==> src/rtl/proc_pkg.sv <==
// rtl/proc_pkg.sv - shared processor types and cache line constants
package proc_pkg;
  localparam int LINE_W = 128;
  localparam int OFF_W  = 4;

  typedef enum logic [1:0] {IDLE, MEM, RESP} arb_state_t;
  typedef enum logic {GNT_I, GNT_D} grant_t;
endpackage

==> src/rtl/mem_arbiter_rr2.sv <==
// rtl/mem_arbiter_rr2.sv - two-way round-robin picker with last-grant memory
module arb_rr2 (
  input  logic clk,
  input  logic reset,
  input  logic ireq,
  input  logic dreq,
  input  logic update,
  input  logic servedD,
  output logic pickD
);
  import proc_pkg::*;

  grant_t lastGrant;

  // Only completed transactions move the pointer; an abandoned one leaves it alone.
  always_ff @(posedge clk) begin
    if (reset) begin
      lastGrant <= GNT_I;
    end else if (update) begin
      lastGrant <= servedD ? GNT_D : GNT_I;
    end
  end

  always_comb begin
    pickD = 1'b0;
    if (ireq && dreq) begin
      pickD = (lastGrant == GNT_I);
    end else begin
      pickD = dreq;
    end
  end
endmodule

==> src/rtl/mem_arbiter.sv <==
// rtl/mem_arbiter.sv - serialises icache/dcache line transactions onto one memory port
module mem_arbiter #(
  parameter int ADDR_W = 32,
  parameter int LINE_W = proc_pkg::LINE_W,
  parameter int OFF_W  = proc_pkg::OFF_W
) (
  input  logic              clk,
  input  logic              reset,
  input  logic              ireq,
  input  logic [ADDR_W-1:0] iaddr,
  output logic              iack,
  output logic [LINE_W-1:0] irdata,
  input  logic              dreq,
  input  logic              dwe,
  input  logic [ADDR_W-1:0] daddr,
  input  logic [LINE_W-1:0] dwdata,
  output logic              dack,
  output logic [LINE_W-1:0] drdata,
  output logic              mem_req,
  output logic              mem_we,
  output logic [ADDR_W-1:0] mem_addr,
  output logic [LINE_W-1:0] mem_wdata,
  input  logic [LINE_W-1:0] mem_rdata,
  input  logic              mem_ready
);
  import proc_pkg::*;

  arb_state_t        state;
  arb_state_t        nextState;
  grant_t            grant;
  logic              pickD;
  logic              lineDone;
  logic              accept;
  logic [ADDR_W-1:0] selAddr;
  logic [LINE_W-1:0] lineBuf;

  assign lineDone = (state == MEM) && mem_ready;
  assign accept   = (state == IDLE) && (ireq || dreq);
  assign selAddr  = pickD ? daddr : iaddr;

  arb_rr2 uRr (
    .clk     (clk),
    .reset   (reset),
    .ireq    (ireq),
    .dreq    (dreq),
    .update  (lineDone),
    .servedD (grant == GNT_D),
    .pickD   (pickD)
  );

  always_ff @(posedge clk) begin
    if (reset) begin
      state <= IDLE;
    end else begin
      state <= nextState;
    end
  end

  always_comb begin
    nextState = state;
    unique case (state)
      IDLE:    if (ireq || dreq) nextState = MEM;
      MEM:     if (mem_ready) nextState = RESP;
      RESP:    nextState = IDLE;
      default: nextState = IDLE;
    endcase
  end

  // Command is captured once at grant so requester changes during MEM/RESP are invisible.
  always_ff @(posedge clk) begin
    if (reset) begin
      grant     <= GNT_I;
      mem_we    <= 1'b0;
      mem_addr  <= '0;
      mem_wdata <= '0;
      lineBuf   <= '0;
    end else begin
      if (accept) begin
        grant     <= pickD ? GNT_D : GNT_I;
        mem_we    <= pickD & dwe;
        mem_addr  <= {selAddr[ADDR_W-1:OFF_W], {OFF_W{1'b0}}};
        mem_wdata <= dwdata;
      end
      if (lineDone) begin
        lineBuf <= mem_rdata;
      end
    end
  end

  always_comb begin
    mem_req = (state == MEM);
    iack    = (state == RESP) && (grant == GNT_I);
    dack    = (state == RESP) && (grant == GNT_D);
  end

  assign irdata = lineBuf;
  assign drdata = lineBuf;
endmodule
==> config.mk <==
export PLATFORM = sky130hd
export DESIGN_NAME = mem_arbiter
export DESIGN_NICKNAME = d
export VERILOG_FILES = /design/src/rtl/proc_pkg.sv /design/src/rtl/mem_arbiter_rr2.sv /design/src/rtl/mem_arbiter.sv
export SDC_FILE = /design/constraint.sdc
export NUM_CORES = 1
export LEC_CHECK = 0
export CAP_MARGIN = 0
export CELL_PAD_IN_SITES_DETAIL_PLACEMENT = 1
export CELL_PAD_IN_SITES_GLOBAL_PLACEMENT = 1
export CORE_AREA = 2 2 287 289
export DETAILED_ROUTE_END_ITERATION = 6
export DIE_AREA = 0 0 289 291
export DONT_BUFFER_PORTS = 1
export GPL_ROUTABILITY_DRIVEN = 0
export PLACE_DENSITY_LB_ADDON = 0.2
export SLEW_MARGIN = 20
export SYNTH_ARGS = -nofsm -noshare
export SYNTH_HDL_FRONTEND = slang
export SYNTH_SLANG_ARGS = --single-unit
==> constraint.sdc <==
create_clock -name clk -period 1.32 [get_ports clk]
set_clock_uncertainty 0.05 [all_clocks]
set_input_delay 0.396 -clock clk [delete_from_list [all_inputs] [get_ports clk]]
set_output_delay 0.396 -clock clk [all_outputs]
set_load 0.1 [all_outputs]
==> results of run 1 <==
[flip-flops by register name, summed over array words and instances, names as in the netlist]
| register | cells |
|---|---|
| uRr.lastGrant | 1 |
| state | 2 |
| mem_wdata | 128 |
| drdata | 128 |
| grant | 1 |
| mem_we | 1 |
| mem_addr | 28 |
[how the worst max path moves through the flow]
stage                                 end  depth (start not counted)
2_1_floorplan                        iack                          1
3_3_place_gp    mem_wdata[9]$_SDFFE_PP0P_                          4
3_5_place_dp   mem_wdata[82]$_SDFFE_PP0P_                          4
4_1_cts                              iack                          3
5_1_grt                              iack                          3
6_report                             iack                          3
[Yosys cell counts, types with 2 or more instances]
cell / n / share of area
o21ai_0: 130 / 0.055
buf_1: 2 / 0.00063
nor2_1: 2 / 0.00063
a21oi_1: 287 / 0.12
buf_12: 2 / 0.0034
buf_2: 56 / 0.024
nand2_1: 314 / 0.099
dfxtp_1: 289 / 0.49
buf_6: 11 / 0.010
buf_4: 136 / 0.086
a311oi_2: 20 / 0.025
nand3_1: 129 / 0.054
and3b_1: 2 / 0.0015
clkbuf_1: 57 / 0.018
a311oi_1: 8 / 0.0059
[where the power goes]
group          internal [W]  switching (W)
registers           0.00929       0.000561
logic               0.00439        0.00805
clock network       0.00628        0.00429
total                0.0200         0.0129
[logic make-up after synthesis]
family	count (synthesis)	share of synthesized area
simple gates	456	0.162
compound gates	448	0.209
flops	289	0.487
buf+inv	265	0.142
other cells	1	0.000315
[cell usage in the layout (no fill, tap or decap), types with 3 or more instances in the layout]
cell type        n
or2_4            4
buf_12         342
a311oi_1         7
clkbuf_1        13
dfxtp_2        157
nand2_1        313
buf_8            5
buf_4           43
nand3_2         11
nand3_1        117
o21ai_2         27
buf_16          20
clkinv_2         4
o21ai_1         73
a311oi_2        21
conb_1           4
buf_6           10
bufbuf_16        4
a21oi_2         30
clkbuf_16       46
diode_2          4
dlygate4sd3_1  186
o21ai_4          3
o21ai_0         27
a21oi_1        257
dfxtp_4        131
clkbuf_8         7
[what timing repair did]
item | in CTS | in global routing
endpoints found under the hold margin | 289 | 264
cloned | 23 | 7
setup buffers | 21 | 18
hold buffers | 178 | 8
gates resized for setup | 50 | 94
setup endpoints to repair | 697 | 704
pin swaps | 7 | 16
[metal layers]
metal | vias to the layer above | share of wire
met5 | - | 0.00038
met3 | 108 | 0.099
met2 | 508 | 0.53
met1 | 5795 | 0.33
li1 | 5657 | -
met4 | 4 | 0.033
[area by class of cell]
type	instances	area [um^2]	area share
repair buffers	617	10100	0.420
flip-flops and latches	289	6470	0.270
multi-input cells	910	4800	0.200
well taps	1070	1340	0.0559
clock buffers	59	1120	0.0468
clock inverters	11	140	0.00585
diodes	4	10.0	0.000418
inverters	1	3.75	0.000157
[through the flow]
step / worst slack (ps) / total power [W] / instances / TNS [ps]
after floorplan: -336 / 0.0174 / 1462 / -2790
after global placement: -155 / 0.0208 / 2634 / -16210
after detailed placement: -175 / 0.0209 / 2634 / -22120
after CTS: -630 / 0.0331 / 2926 / -190330
after global routing: -631 / 0.0342 / 2961 / -201150
final: -563 / 0.0329 / 2961 / -157620
[critical path: cells and delay by family, from the launching register on]
family        cells  cell delay, ps
flops             1             350
buf+inv           2             310
simple gates      1             210
==> metrics.sh, run 1 <==
FAILED_CHECKS='hold timing, setup timing'
GRTUSAGEMET2=0.258
FRACTION_OF_THE_YOSYS_AREA_TAKEN_BY_SEQUENTIAL_CELLS=0.487
PLACEMENT.IO_BUFFERS=0
GRT_PASS1_WL_UM=87000
CLKSINKCOUNT=289
RSZ0062_AT_GRT='yes'
REGTOREGSTARTPOINT='state[1]$_SDFFE_PP0P_'
STATUS='finished, violations left'
PLACEABLECOREAREA_UM2=81200
TIMING.CRITICAL_PATH.REQUIRED_PS=870
NUMBER_OF_ENABLE_FLIP_FLOP_CELLS_AFTER_SYNTHESIS=0
FIN_AREA_UM2=24000
MAX_STAGE_DELAY_PS=350
SHARE_OF_FINAL_LAYOUT_STANDARD_CELLS_STRONGER_THAN_DRIVE_STRENGTH_1=0.467
GRT_MOST_USED_LAYER='met2'
DRT_PRE_ANTENNA_ITERS=5
R2R_SLACK_PS=-290
FINALWIRELENGTH_UM=60800
FILL_CELLS=8987
CTS.PATH.MAX_BUFFERS=3
HPWLAFTERDP_UM=41300
CRITPATHKIND='reg -> out'
CPMAXSTAGEDELAYCELL='dfxtp_4'
TIMING.CRITICAL_PATH.FROM='state[0]$_SDFFE_PP0P_'
AREA_GROWTH_PCT=102
GRT_REMAINING_OVERFLOW=0
ANTENNA_VIOLATIONS_BEFORE_REPAIR=7
TIMING.FINAL.MAX_SLEW_VIOLATIONS=0
TIMING.FINAL.CRIT_SHARE=1.43
MIN-DELAY-PATH-CLASS='in -> reg'
POSTSYNTHAREAPERCELL_UM2=8.15
CLKTRANSATPATHREGS_PS=60
WORST_SLACK_PS=-563
FLOORPLAN.DIE_AREA_UM2=84100
MET3_DEMAND_TO_CAPACITY_SHARE_IN_GLOBAL_ROUTING=0.0578
DIE_H_UM=291
CORE_ROWS=105
END_KIND='primary output'
MEAN_NUMBER_OF_VIAS_PER_CELL=4.08
WORST-SLEW-PIN-TRANSITION_PS=634
HOLD_PATH_DEPTH=1
TRITONCTS.NUM_BUFFERS=39
MAX_CAP_VIOLATIONS=0
WORST_HOLD_PATH.ENDPOINT='mem_addr[31]$_SDFFE_PP0P_'
CRIT_ARRIVAL_PS=1440
TOTAL_ROUTING_RESOURCE_UTILIZATION_AFTER_GLOBAL_ROUTING=0.138
P_LEAK_nW=8.76
SYNTHESIZED_CELL_AREA_UM2=11900
WORSTPATHCELLLIST='buf_6 -> nor3b_4 -> buf_12'
SYNTH_SEQ_CELLS=289
FIN_NETS=2184
CTSROOTBUFFERMASTER='clkbuf_16'
VIAS_AFTER_DETAILED_ROUTING=12100
USE_MET1=0.132
FIRST_ITER_VIOLATIONS=348
MAXCLOCKFREQUENCY_MHz=531
FIN_UTIL=0.295
ASYNCSETRESETFLOPFRACSYNTH=0
DIE_EXTENT_IN_X_UM=289
YS_TYPES=29
POSTROUTEANTENNANETS=0
SETUP_VIOL=703
DEEPEST_LEVEL_OF_THE_CTS_H_TREE=2
WIRE_PER_INST_UM=20.5
FIRST_GLOBAL_VIAS=13200
GRT_START_MAX_NET_PINS=290
POST-ROUTE-DRC-COUNT=0
WORSTREGTOREGCELLS=7
HOLDCRITSTARTPOINT='reset'
CRIT_PATH_START_KIND='flip-flop'
PLACED_CELL_AREA_UM2=19200
NUM_IO_PINS=746
MAX_SLEW_MARGIN=0.577
IR_WORST_VDD_V=0.000850
HOLD_VIOL_FINAL=100
SYNTH.YOSYS.WARNINGS=0
CLK_LATENCY_PS=550
POWER-PER-CELL-AREA_nW_PER_UM2=1370
POSTSYNTH.TOPFLOPCELL='dfxtp_1'
TRITONCTS='yes'
TIMING.FINAL.CRIT_PERIOD_PS=1880
CELL_COUNT_AFTER_SYNTHESIS=1459
FLOORPLAN.INITIALDENSITY=0.146
CRIT_FANOUT=4
REG2REG_TO='mem_wdata[82]$_SDFFE_PP0P_'
HOLD-WORST-SLACK_PS=-135
(Power assumes the default switching activity.)
==> run 2, diff against run 1 <==
--- a/config.mk
+++ b/config.mk
@@ -13,7 +13,7 @@
 export DIE_AREA = 0 0 289 291
 export DONT_BUFFER_PORTS = 1
 export GPL_ROUTABILITY_DRIVEN = 0
-export PLACE_DENSITY_LB_ADDON = 0.2
+export PLACE_DENSITY = 0.47
 export SLEW_MARGIN = 20
 export SYNTH_ARGS = -nofsm -noshare
 export SYNTH_HDL_FRONTEND = slang
==> run 2 against run 1 <==
Net effect:
- the flow still finishes with violations (hold timing, setup timing)
- via count grew 6.0%
- sequential share of layout area shrank 2.7 points
- critical path depth is the same
- hold slack gained 17 ps
- die area is the same
- critical endpoint is now dack
==> metrics.sh, run 2 (synthesis results as in run 1) <==
STATUS='finished, violations left'
FAILED_CHECKS='hold timing, setup timing'
WIRE_PER_INST_UM=21.7
CORE_ROWS=105
CLKTRANSATPATHREGS_PS=60
FLOORPLAN.INITIALDENSITY=0.146
AREA_GROWTH_PCT=124
COMMONEST_CELLS_AFTER_ROUTING_FILL_AND_TAPS_ASIDE='buf_12, dlygate4sd3_1, nand2_1'
TOTAL_ROUTING_RESOURCE_UTILIZATION_AFTER_GLOBAL_ROUTING=0.144
PLACEABLECOREAREA_UM2=81200
CLKSINKCOUNT=289
MEAN_NUMBER_OF_VIAS_PER_CELL=4.22
TIMING.CRITICAL_PATH.REQUIRED_PS=870
PLACE_INST=2650
REPORT.POWER.TOTAL_W=0.0339
DEEPEST_LEVEL_OF_THE_CTS_H_TREE=2
REG2REG_TO='drdata[36]$_SDFFE_PP0P_'
HOLD_PATH_DEPTH=1
TIMING.FINAL.MAX_SLEW_VIOLATIONS=0
MOSTFREQUENTLAYOUTCELL='buf_12'
NET_SW_POWER_W=0.0134
TIMING.CRITICAL_PATH.FROM='state[0]$_SDFFE_PP0P_'
CELL_INTERNAL_PWR_W=0.0204
HOLD_VIOL_FINAL=53
GRT_START_MAX_NET_PINS=290
FINALWIRELENGTH_UM=65900
CLOCK_SHARE_OF_POWER=0.312
DIE_EXTENT_IN_X_UM=289
PLACED_CELL_AREA_UM2=19300
CLK_LATENCY_PS=540
MIN-DELAY-PATH-CLASS='in -> reg'
CTSROOTBUFFERMASTER='clkbuf_16'
WORSTREGTOREGCELLS=9
VIAS_AFTER_DETAILED_ROUTING=12800
GRT_REMAINING_OVERFLOW=0
CRIT_FANOUT=3
TIMING.FINAL.CRIT_PERIOD_PS=1880
MAX_SLEW_MARGIN=0.584
TRITONCTS='yes'
IR_WORST_VDD_V=0.000872
NUM_IO_PINS=746
SEQ_POWER_SHARE=0.292
WORST_HOLD_PATH.ENDPOINT='mem_addr[8]$_SDFFE_PP0P_'
CTS.PATH.MAX_BUFFERS=3
ANTENNA_VIOLATIONS_BEFORE_REPAIR=13
DIE_H_UM=291
PLACE_WS_PS=-166
WORST-SLEW-PIN-TRANSITION_PS=624
R2R_SLACK_PS=-490
GRT_PASS1_WL_UM=91600
HOLD-WORST-SLACK_PS=-117
FIRST_GLOBAL_VIAS=13800
CRITPATHKIND='reg -> out'
FIN_NETS=2259
FLOORPLAN.DIE_AREA_UM2=84100
P_LEAK_nW=9.99
WORST_SLACK_PS=-565
MAXCLOCKFREQUENCY_MHz=531
FINALNONFILLERCELLS=3034
CRIT_PATH_START_KIND='flip-flop'
MAX_CAP_VIOLATIONS=0
HPWLAFTERDP_UM=41800
SHARE_OF_FINAL_LAYOUT_STANDARD_CELLS_STRONGER_THAN_DRIVE_STRENGTH_1=0.612
TRITONCTS.NUM_BUFFERS=38
HOLDCRITSTARTPOINT='reset'
POSTROUTEANTENNANETS=0
COMBPWRFRAC=0.397
POWER-PER-CELL-AREA_nW_PER_UM2=1270
DRT_PRE_ANTENNA_ITERS=5
FIRST_ITER_VIOLATIONS=416
CRIT_ARRIVAL_PS=1440
POWER_SWITCHING_SHARE=0.397
SETUP_VIOL=704
FIN_AREA_UM2=26600
RSZ0062_AT_GRT='yes'
POST-ROUTE-DRC-COUNT=0
END_KIND='primary output'
PLACEMENT.IO_BUFFERS=0
TIMING.FINAL.CRIT_SHARE=1.43
REGTOREGSTARTPOINT='state[1]$_SDFFE_PP0P_'
-- run 2: final cells by class --
cell class	count	area, um^2
Antenna cell	7	17.5
Clock buffer	48	1040
Clock inverter	16	205
Fill cell	8748	54600
Inverter	1	3.75
Multi-Input combinational cell	910	6500
Sequential cell	289	6470
Tap cell	1070	1340
Timing Repair Buffer	693	11000
-- run 2: routing by layer --
layer,up-vias,global-route usage,part of all wire
met1,6229,0.151,0.35
met2,576,0.264,0.53
met3,144,0.0495,0.085
met5,-,0,0.00076
li1,5840,-,-
met4,8,0.0518,0.037
-- run 2: per-stage QoR --
stage               TNS [ps]   util
finish               -205460  0.327
global route         -246470  0.327
CTS                  -206520  0.301
detailed placement    -20720  0.237
global placement      -15120  0.237
floorplan              -2790      -
-- run 2: worst max path at each step --
stage                                to  slack [ps]  depth (start not counted)
5_1_grt                            dack        -640                          3
6_report                           dack        -560                          3
3_3_place_gp   mem_addr[9]$_SDFFE_PP0P_        -150                          4
4_1_cts                            dack        -630                          3
2_1_floorplan                      iack        -340                          1
3_5_place_dp   mem_addr[9]$_SDFFE_PP0P_        -170                          4
-- run 2: critical path: stages (launching register included) --
cell	delay (ps)
dfxtp_4	340
buf_6	120
and3b_2	260
buf_12	180
-- run 2: what timing repair did --
action / CTS / global route
cloned: 27 / 11
gates resized for setup: 188 / 459
endpoints found under the setup margin: 691 / 705
hold endpoints to repair: 289 / 210
hold buffers: 223 / 19
pin swaps: 79 / 219
setup buffers: 27 / 17
-- run 2: power by group through the flow --
stage                     Combinational [W]  Sequential [W]  Clock, W
after floorplan                     0.00336          0.0141         0
after global placement               0.0107          0.0100         0
after detailed placement             0.0108          0.0101         0
after CTS                            0.0125         0.00986    0.0110
after global routing                 0.0139         0.00994    0.0113
final                                0.0134         0.00987    0.0106
